<file path="src/rtl/sound_latch_if.sv">
// rtl/sound_latch_if.sv - command/reply mailbox between main and sound 68000s with sound-CPU IRQ
module sound_latch_if #(
  parameter logic [2:0] IRQ_LEVEL    = 3'd4,
  parameter bit         IRQ_ON_WRITE = 1'b1
) (
  input  logic        clk,
  input  logic        reset,
  input  logic        m68kp_latch0_cs,
  input  logic        m68kp_latch1_cs,
  input  logic        m68kp_as_n,
  input  logic        m68kp_rw,
  input  logic        m68kp_uds_n,
  input  logic        m68kp_lds_n,
  input  logic [15:0] m68kp_din,
  output logic [15:0] m68kp_latch_dout,
  input  logic        m68ks_latch0_cs,
  input  logic        m68ks_latch1_cs,
  input  logic        m68ks_as_n,
  input  logic        m68ks_rw,
  input  logic        m68ks_uds_n,
  input  logic        m68ks_lds_n,
  input  logic [15:0] m68ks_din,
  output logic [15:0] m68ks_latch_dout,
  input  logic        m68ks_iack,
  input  logic [2:0]  m68ks_iack_lvl,
  output logic [2:0]  m68ks_ipl_n,
  output logic        latch0_full,
  output logic        latch1_full
);

  localparam logic [0:0] ST_IDLE = 1'b0;
  localparam logic [0:0] ST_PEND = 1'b1;

  logic [15:0] latch0;
  logic [15:0] latch1;
  logic [0:0]  irq_state;
  logic [0:0]  irq_state_nxt;

  logic p_wr0_prev, p_rd1_prev, s_wr1_prev, s_rd0_prev, iack_prev;

  logic p_wr0, p_rd1, s_wr1, s_rd0;
  logic p_wr0_commit, p_rd1_start, s_wr1_commit, s_rd0_start, iack_match;

  // Only the legal directions are decoded; wrong-direction writes fall out naturally.
  assign p_wr0 = m68kp_latch0_cs & ~m68kp_as_n & ~m68kp_rw & (~m68kp_uds_n | ~m68kp_lds_n);
  assign p_rd1 = m68kp_latch1_cs & ~m68kp_as_n &  m68kp_rw;
  assign s_wr1 = m68ks_latch1_cs & ~m68ks_as_n & ~m68ks_rw & (~m68ks_uds_n | ~m68ks_lds_n);
  assign s_rd0 = m68ks_latch0_cs & ~m68ks_as_n &  m68ks_rw;

  assign p_wr0_commit = p_wr0 & ~p_wr0_prev;
  assign p_rd1_start  = p_rd1 & ~p_rd1_prev;
  assign s_wr1_commit = s_wr1 & ~s_wr1_prev;
  assign s_rd0_start  = s_rd0 & ~s_rd0_prev;
  assign iack_match   = m68ks_iack & ~iack_prev & (m68ks_iack_lvl == IRQ_LEVEL);

  // A new command outranks a simultaneous acknowledge so it is never lost.
  always_comb begin
    irq_state_nxt = irq_state;
    if (p_wr0_commit && IRQ_ON_WRITE) begin
      irq_state_nxt = ST_PEND;
    end else if (irq_state == ST_PEND && iack_match) begin
      irq_state_nxt = ST_IDLE;
    end
  end

  always_ff @(posedge clk) begin
    if (reset) begin
      latch0           <= 16'h0000;
      latch1           <= 16'h0000;
      m68kp_latch_dout <= 16'h0000;
      m68ks_latch_dout <= 16'h0000;
      latch0_full      <= 1'b0;
      latch1_full      <= 1'b0;
      irq_state        <= ST_IDLE;
      m68ks_ipl_n      <= 3'b111;
      p_wr0_prev       <= 1'b0;
      p_rd1_prev       <= 1'b0;
      s_wr1_prev       <= 1'b0;
      s_rd0_prev       <= 1'b0;
      iack_prev        <= 1'b0;
    end else begin
      p_wr0_prev <= p_wr0;
      p_rd1_prev <= p_rd1;
      s_wr1_prev <= s_wr1;
      s_rd0_prev <= s_rd0;
      iack_prev  <= m68ks_iack;

      if (p_wr0_commit) begin
        if (!m68kp_uds_n) latch0[15:8] <= m68kp_din[15:8];
        if (!m68kp_lds_n) latch0[7:0]  <= m68kp_din[7:0];
      end
      if (s_wr1_commit) begin
        if (!m68ks_uds_n) latch1[15:8] <= m68ks_din[15:8];
        if (!m68ks_lds_n) latch1[7:0]  <= m68ks_din[7:0];
      end

      // Snapshots take the pre-write value when a write lands in the same clock.
      if (s_rd0_start) m68ks_latch_dout <= latch0;
      if (p_rd1_start) m68kp_latch_dout <= latch1;

      if (p_wr0_commit)     latch0_full <= 1'b1;
      else if (s_rd0_start) latch0_full <= 1'b0;
      if (s_wr1_commit)     latch1_full <= 1'b1;
      else if (p_rd1_start) latch1_full <= 1'b0;

      irq_state   <= irq_state_nxt;
      m68ks_ipl_n <= (irq_state_nxt == ST_PEND) ? ~IRQ_LEVEL : 3'b111;
    end
  end

endmodule

</file>
<file path="config.mk">
export PLATFORM = sky130hd
export DESIGN_NAME = sound_latch_if
export DESIGN_NICKNAME = d
export VERILOG_FILES = /design/src/rtl/sound_latch_if.sv
export SDC_FILE = /design/constraint.sdc
export NUM_CORES = 1
export LEC_CHECK = 0
export ABC_AREA = 1
export CAP_MARGIN = 0
export CELL_PAD_IN_SITES_DETAIL_PLACEMENT = 1
export CELL_PAD_IN_SITES_GLOBAL_PLACEMENT = 1
export CORE_ASPECT_RATIO = 2
export CORE_MARGIN = 1
export CORE_UTILIZATION = 30
export CTS_CLUSTER_DIAMETER = 40
export DETAILED_ROUTE_END_ITERATION = 7
export PLACE_DENSITY_LB_ADDON = 0.1
export RECOVER_POWER = 100
export SLEW_MARGIN = 20
export SYNTH_ARGS = -nofsm -noshare
export SYNTH_HDL_FRONTEND = slang
export SYNTH_SLANG_ARGS = --single-unit
export TNS_END_PERCENT = 5
</file>
<file path="constraint.sdc">
create_clock -name clk -period 1.07 [get_ports clk]
set_input_delay 0.1605 -clock clk [delete_from_list [all_inputs] [get_ports clk]]
set_output_delay 0.1605 -clock clk [all_outputs]
set_load 0.02 [all_outputs]
</file>
# == Word-level counts from Yosys, hierarchy flattened ==
# Cells that the tools add are included.
# word_totals
inputBits,50
word_cells,61
output_inout_bits,37
ff_bits,75
# op_classes
n_mux,7
eq_ne,1
bitwise_logic,31
n_reduce_logical,7
# ops
operator,n
1-bit bitwise AND,16
1-bit inverter,13
2-bit AND reduction,4
1-bit two-way mux,6
2-bit nonzero test,2
"3-bit == test, second input constant",1
3-bit two-way mux,1
1-bit OR,2
1-bit logical AND,1

# == Depth between registers and ports, before layout ==
# Gate-level depths: netlist of run 1.
# depth
depth_word,7
depth_mapped,7
depth_no_buf,6

# == Worst setup path after synthesis of run 1 ==
# OpenSTA, ideal clock, no wires.
# synth_path
path_kind,register to register
start,reg p_wr0_prev
end,reg latch0[11]
path_stages_with_launch,6
synth_period_minus_slack_ns,0.993
n_path_buf,1
setup_time_ns,0.113
setup_slack_ns,0.077
arrival_time_ns,0.881
required_time_ns,0.957
cell_sequence,dfxtp_1 inv_2 buf_1 nand4_1 nand2_1 nor2_1
# synth_via
elab_chain_len,3
# synth_rtl
element,line_no,rtl
"start, declared",39,"logic p_wr0_prev, p_rd1_prev, s_wr1_prev, s_rd0_prev, iack_prev;"
"start signal, assigned",82,p_wr0_prev <= p_wr0;
1-bit inverter,50,assign p_wr0_commit = p_wr0 & ~p_wr0_prev;
1-bit bitwise AND,50,
2-bit AND reduction (no source line),--,
"end signal, assigned",89,if (!m68kp_uds_n) latch0[15:8] <= m68kp_din[15:8];
"end, declared",34,logic [15:0] latch0;
# Every way passes these cells.
# A chain may end at the register's enable or synchronous reset.

# == Worst setup path in the final report of run 1 ==
# layout_path
start,reg p_rd1_prev
end,reg m68kp_latch_dout[15]
# layout_via
elab_chain_len,2
# layout_rtl
element,line_no,rtl
"start, declared",39,
"start signal, assigned",83,p_rd1_prev <= p_rd1;
1-bit inverter,51,assign p_rd1_start = p_rd1 & ~p_rd1_prev;
1-bit bitwise AND,51,
"end signal, assigned",99,if (p_rd1_start) m68kp_latch_dout <= latch1;
"end, declared",15,"output logic [15:0] m68kp_latch_dout,"
# Every way passes these cells.

==> results.yml, run 1 <==
global_route:
  grt_overflow: 0
  grt_pass1_wl_um: 12680
  grt_pass1_vias: 2753
  grt_usage_pct: 16.34
  grt_max_degree: 34
  grt_antenna_before_repair: 0
die:
  fp.dieH_um: 143.0
  num_io_pins: 87
  num_rows: 51
  fp.dieW_um: 72.51
  die-area_um2: 10370
  coreArea_um2: 9699
  initial_core_util_pct: 30.75
synthesis:
  synth_edf_count: 0
  synth_area_um2: 2983
  synth_area_per_cell_um2: 7.457
  synth_warnings: 0
  ys_seq_area_share_pct: 48.99
  ys_async_sr_fraction_pct: 0
  ys_ff_latch: 73
  synth-main-ff-cell: "dfxtp_1"
  synth_cell_types: 26
  synthCells: 400
timing:
  skew_ps: 6.351
  layout_min_cycle_time_ps: 1072
  fmax_ghz: 0.9329
  slew_viol_final: 0
  fin_worst_hold_slack_ps: 66.92
  finalHoldViolations: 0
  setup_viol: 2
  fin_crit_sh_pct: 100.2
  fin_setup_tns_ps: -3.032
  fin_ws_ps: -1.922
  rsz0062_at_grt: "yes"
worst_setup_path:
  path_class: "register to register"
  critPathBufInv: 2
  critPathRequiredTime_ps: 1290
  critPathMaxFanout: 9
  cp-end-kind: "register"
  worst_path_largest_cell_delay_ps: 310
  cp.arrival_ps: 1290
  cpMaxStageDelayCell: "dfxtp_2"
  cp-start-kind: "register"
  crit_chain: "inv_2, nand4_4, clkbuf_16, o21ai_0, nor2_1"
  critPathTopFamily: "flip-flops"
hold_path:
  hold_path_class: "primary input to register"
clock_network:
  postCtsSetupRepairBufs: 0
  clk_pin_slew_ps: 60
  cts_root_buf: "clkbuf_16"
  clock_path_buffers: 2
  cts_tree: "yes"
  cts_hold_buf: 0
  clock_sinks: 73
  cts_buffers: 9
  htreeDepth: 3
  clkLatencyLatePin_ps: 330
status:
  status: "complete, but fails checks"
  failed_checks: "setup timing"
drt:
  totalWireLength_um: 8226
  wl_per_cell_um: 12.81
  vias_per_cell: 4.410
  dr.first_iter.drc_count: 65
  drc: 0
  via_count: 2831
  detail-route-antenna-nets: 0
  drt_first_pass_iters: 4
place:
  port-buffer-count: 84
  hpwl_um: 6263
  place_congestion: 0.7138
final_layout:
  layout-drive-gt1-share_pct: 20.00
  final_cell_mix: "nor2_1 (131), dfxtp_1 (72), inv_1 (44)"
  postLayoutCoreUtil_pct: 45.56
  area_growth_pct: 48.15
  final_common_cell: "nor2_1"
  fillers: 1205
  seq_area_um2: 1463
  multi_input_area_um2: 1246
  antenna-diode-count: 0
  final_nets: 555
power_and_ir_drop:
  ir_drop_v: 0.0007981
  power_density_nw_per_um2: 1626
  power_leakage_nw: 2.031
run:
  maxCapViolCount: 0
[worst register-to-register path, stage by stage (launching register included)]
cell	delay [ps]
dfxtp_2	310
inv_2	60
nand4_4	150
clkbuf_16	220
o21ai_0	160
nor2_1	70
[path summary, 6_finish.rpt]
| kind | slack, ps | endpoint | start | cells after the start |
|---|---|---|---|---|
| setup / recovery | -2 | m68kp_latch_dout[15] | p_rd1_prev | 5 |
| setup reg to reg | -2 | m68kp_latch_dout[15] | p_rd1_prev | 5 |
| hold / removal | 70 | s_rd0_prev | m68ks_as_n | 2 |
| hold reg to reg | 470 | irq_state | irq_state | 2 |
[registers in the layout, indices dropped and copies added (netlist names)]
name,cells
p_rd1_prev,1
m68ks_ipl_n,1
latch1,16
p_wr0_prev,1
iack_prev,1
latch0_full,1
irq_state,1
s_rd0_prev,1
latch0,16
latch1_full,1
m68ks_latch_dout,16
s_wr1_prev,1
m68kp_latch_dout,16
[report_power, final]
group / internal [W] / switching, W
clock: 0.00234 / 0.00111
sequential: 0.00283 / 0.0000494
combinational: 0.000404 / 0.000462
[cells in the mapped netlist (2+ instances only)]
cell type / instances / area (um2)
nand4_2: 2 / 25.02
nor2_4: 6 / 67.56
clkbuf_2: 2 / 10.01
inv_2: 7 / 26.28
nand3_1: 2 / 10.01
buf_6: 5 / 56.30
buf_2: 4 / 20.02
nand4_4: 2 / 42.54
inv_1: 44 / 165.2
dfxtp_1: 73 / 1461
nor2_1: 132 / 495.5
nand4_1: 32 / 200.2
buf_4: 2 / 15.01
o21ai_1: 5 / 25.02
clkbuf_1: 3 / 11.26
o21ai_0: 27 / 135.1
nor3_1: 4 / 20.02
a21oi_1: 3 / 15.01
nand2_1: 38 / 142.6
[cells by family after synthesis]
family	after synthesis	share of synthesized area, %
and+or+nand+nor	221	34.40
DFF	73	48.99
buffers and inverters	70	10.61
other	1	0.1257
AOI/OAI and AO/OA	35	5.872
[area by class of cell]
cell class                      instances  area share [%]
Sequential cell                        73           33.10
Multi-Input combinational cell        258           28.20
Timing Repair Buffer                  110           22.42
Inverter                               53           4.728
Tap cell                              132           3.737
Clock buffer                           11           5.493
Clock inverter                          5           2.322
[stage by stage]
stage | std cells | worst slack (ps) | cell area, um2 | total power [W]
2_1_floorplan | 401 | 76.65 | 2987 | 0.003361
3_3_place_gp | 624 | -467.1 | 4129 | 0.003819
3_5_place_dp | 624 | -513.4 | 4129 | 0.003843
4_1_cts | 640 | -62.52 | 4335 | 0.007272
5_1_grt | 642 | -92.25 | 4419 | 0.007471
6_report | 642 | -1.922 | 4419 | 0.007186
[layer usage]
metal	GRT usage (%)	wire length, um	part of all wire [%]	vias to the layer above
met3	4.446	273	3.3	13
met2	32.66	5003	61	55
li1	-	-	-	1464
met5	0	0	0	-
met1	14.54	2768	34	1299
met4	6.914	182	2.2	0
[what timing repair did]
| action | in CTS | in global routing |
|---|---|---|
| cloned | 0 | 2 |
| setup endpoints to repair | 96 | 62 |
| hold endpoints to repair | 0 | 0 |
| pin swaps | 4 | 19 |
| resized for setup | 149 | 27 |
Note: power is estimated with default switching activity, not from simulation.
==> inputs of run 2 (changes only) <==
- CAP_MARGIN: 0 -> unset
==> results of run 2 <==
Same layout as run 1: the final DEF is identical, and so are final timing and power.
==> inputs of run 3 (changes only) <==
- SETUP_SLACK_MARGIN: unset -> 0.5
==> run 3 against run 2 <==
The run now ends clean. Sequential power barely moved. Register-to-register slack better by 80 ps. Fmax grew 2.9%. Global-route usage up 1.4 points. Combinational power is 8.3% higher. Count of clock-buffer cells in the layout increased by 2. Largest power group is now registers.
==> results.yml, run 3 (same netlist as run 1, synthesis figures left out) <==
place:
  dp.cells: 619
  placed_area_um2: 4136
  place_congestion: 0.7459
  hpwl_um: 6252
  port-buffer-count: 84
clock_network:
  clock_sinks: 73
  cts_root_buf: "clkbuf_16"
  cts_tree: "yes"
  cts_buffers: 9
  clkLatencyLatePin_ps: 330
  clock_path_buffers: 2
  clk_pin_slew_ps: 60
  htreeDepth: 3
power_and_ir_drop:
  power_switching_w: 0.001620
  power_frac_seq_pct: 44.0
  ir_drop_v: 0.0007387
  power_leakage_nw: 1.996
  power.share.clock_pct: 41.8
  switching_share_pct: 24.58
  power.total_w: 0.006590
  combPwrFrac_pct: 14.2
  power_density_nw_per_um2: 1445
  p_int_w: 0.004970
final_layout:
  postLayoutCoreUtil_pct: 47.01
  fin_cells: 635
  final_nets: 548
  area_growth_pct: 52.85
  final_cell_mix: "nor2_1 (126), dfxtp_1 (72), inv_1 (40)"
  final_common_cell: "nor2_1"
  antenna-diode-count: 0
  layout-drive-gt1-share_pct: 23.26
  final_area_um2: 4559
global_route:
  grt_usage_pct: 17.72
  grt_antenna_before_repair: 0
  grt_max_degree: 33
  grt_pass1_wl_um: 13940
  grt_overflow: 0
  grt_pass1_vias: 2975
drt:
  wl_met3_um: 289
  drc: 0
  via_count: 2812
  detail-route-antenna-nets: 0
  wl_per_cell_um: 13.38
  vias_per_cell: 4.428
  highest_layer: "met4"
  dr.first_iter.drc_count: 86
  wl_met2_um: 5047
  totalWireLength_um: 8494
  wl_met1_um: 3024
  drt_first_pass_iters: 4
worst_setup_path:
  path_class: "register to output pin"
  cp.arrival_ps: 880
  critPathTopFamily: "flip-flops"
  r2r_cells: 5
  critPathMaxFanout: 2
  critPathRequiredTime_ps: 910
  cp-end-kind: "output pin"
  critPathBufInv: 1
  crit_chain: "buf_6"
  worst_path_largest_cell_delay_ps: 410
  cp-start-kind: "register"
  path_depth: 1
  cpMaxStageDelayCell: "dfxtp_1"
die:
  die-area_um2: 10370
  fp.dieW_um: 72.51
  initial_core_util_pct: 30.75
  num_io_pins: 87
  coreArea_um2: 9699
  num_rows: 51
  fp.dieH_um: 143.0
timing:
  fmax_ghz: 0.9599
  fin_crit_sh_pct: 97.36
  slew_viol_final: 0
  fin_setup_tns_ps: 0
  skew_ps: 7.614
  layout_min_cycle_time_ps: 1042
  finalHoldViolations: 0
  setup_viol: 0
  rsz0062_at_grt: "yes"
run:
  maxCapViolCount: 0
hold_path:
  hold_path_depth: 3
  hold_path_class: "primary input to register"
status:
  status: "finished clean"
## run 3: changes by cell type in the layout (fill, tap and decap cells not counted), sizes merged, moves of 2 or more
| cell | before | now |
|---|---|---|
| buf | 42 | 53 |
| bufinv | 3 | 0 |
| clkbuf | 30 | 14 |
| clkdlybuf4s15 | 0 | 2 |
| clkdlybuf4s50 | 38 | 35 |
| clkinv | 2 | 5 |
| dlygate4sd2 | 6 | 12 |
| dlymetal6s2s | 5 | 0 |
## run 3: path summary, 6_finish.rpt
| path | endpoint | slack [ps] | start |
|---|---|---|---|
| max | latch1_full | 30 | latch1_full |
| max reg2reg | m68ks_latch_dout[9] | 80 | s_rd0_prev |
| min reg2reg | latch1[12] | 470 | latch1[12] |
| min | s_rd0_prev | 200 | m68ks_as_n |
## run 3: cell type report
class | count | area, um2
well taps | 132 | 165.2
repair buffers | 103 | 1090
clock buffers | 13 | 260.3
clock inverters | 3 | 15.01
fillers | 1210 | 5140
flip-flops and latches | 73 | 1465
multi-input cells | 258 | 1335
inverters | 53 | 229.0
## run 3: what timing repair did
item	4_1_cts	5_1_grt
pin swaps	121	2
endpoints found under the setup margin	108	105
hold buffers	0	0
endpoints found under the hold margin	0	0
buffers inserted	0	0
resized for setup	337	0
## run 3: power groups by stage
stage	combinational (W)	clock (W)	sequential, W
floorplan	0.000377	0	0.00301
global placement	0.000901	0	0.00294
detailed placement	0.000917	0	0.00294
CTS	0.000983	0.00285	0.00292
global route	0.00104	0.00296	0.00291
finish	0.000938	0.00275	0.00290
## run 3: metal layers
layer  up-vias  global-route usage (%)
met1      1289                   16.56
met4         0                   6.811
met2        60                   35.66
met5         -                       0
met3         9                   3.670
li1       1454                       -
## run 3: through the flow
step / hold slack [ps] / setup WS, ps
after floorplan: 237.1 / 139.2
after global placement: 446.7 / -459.5
after detailed placement: 461.6 / -520.4
after CTS: 187.4 / 50.71
after global routing: 214.1 / 3.402
final: 202.9 / 28.26
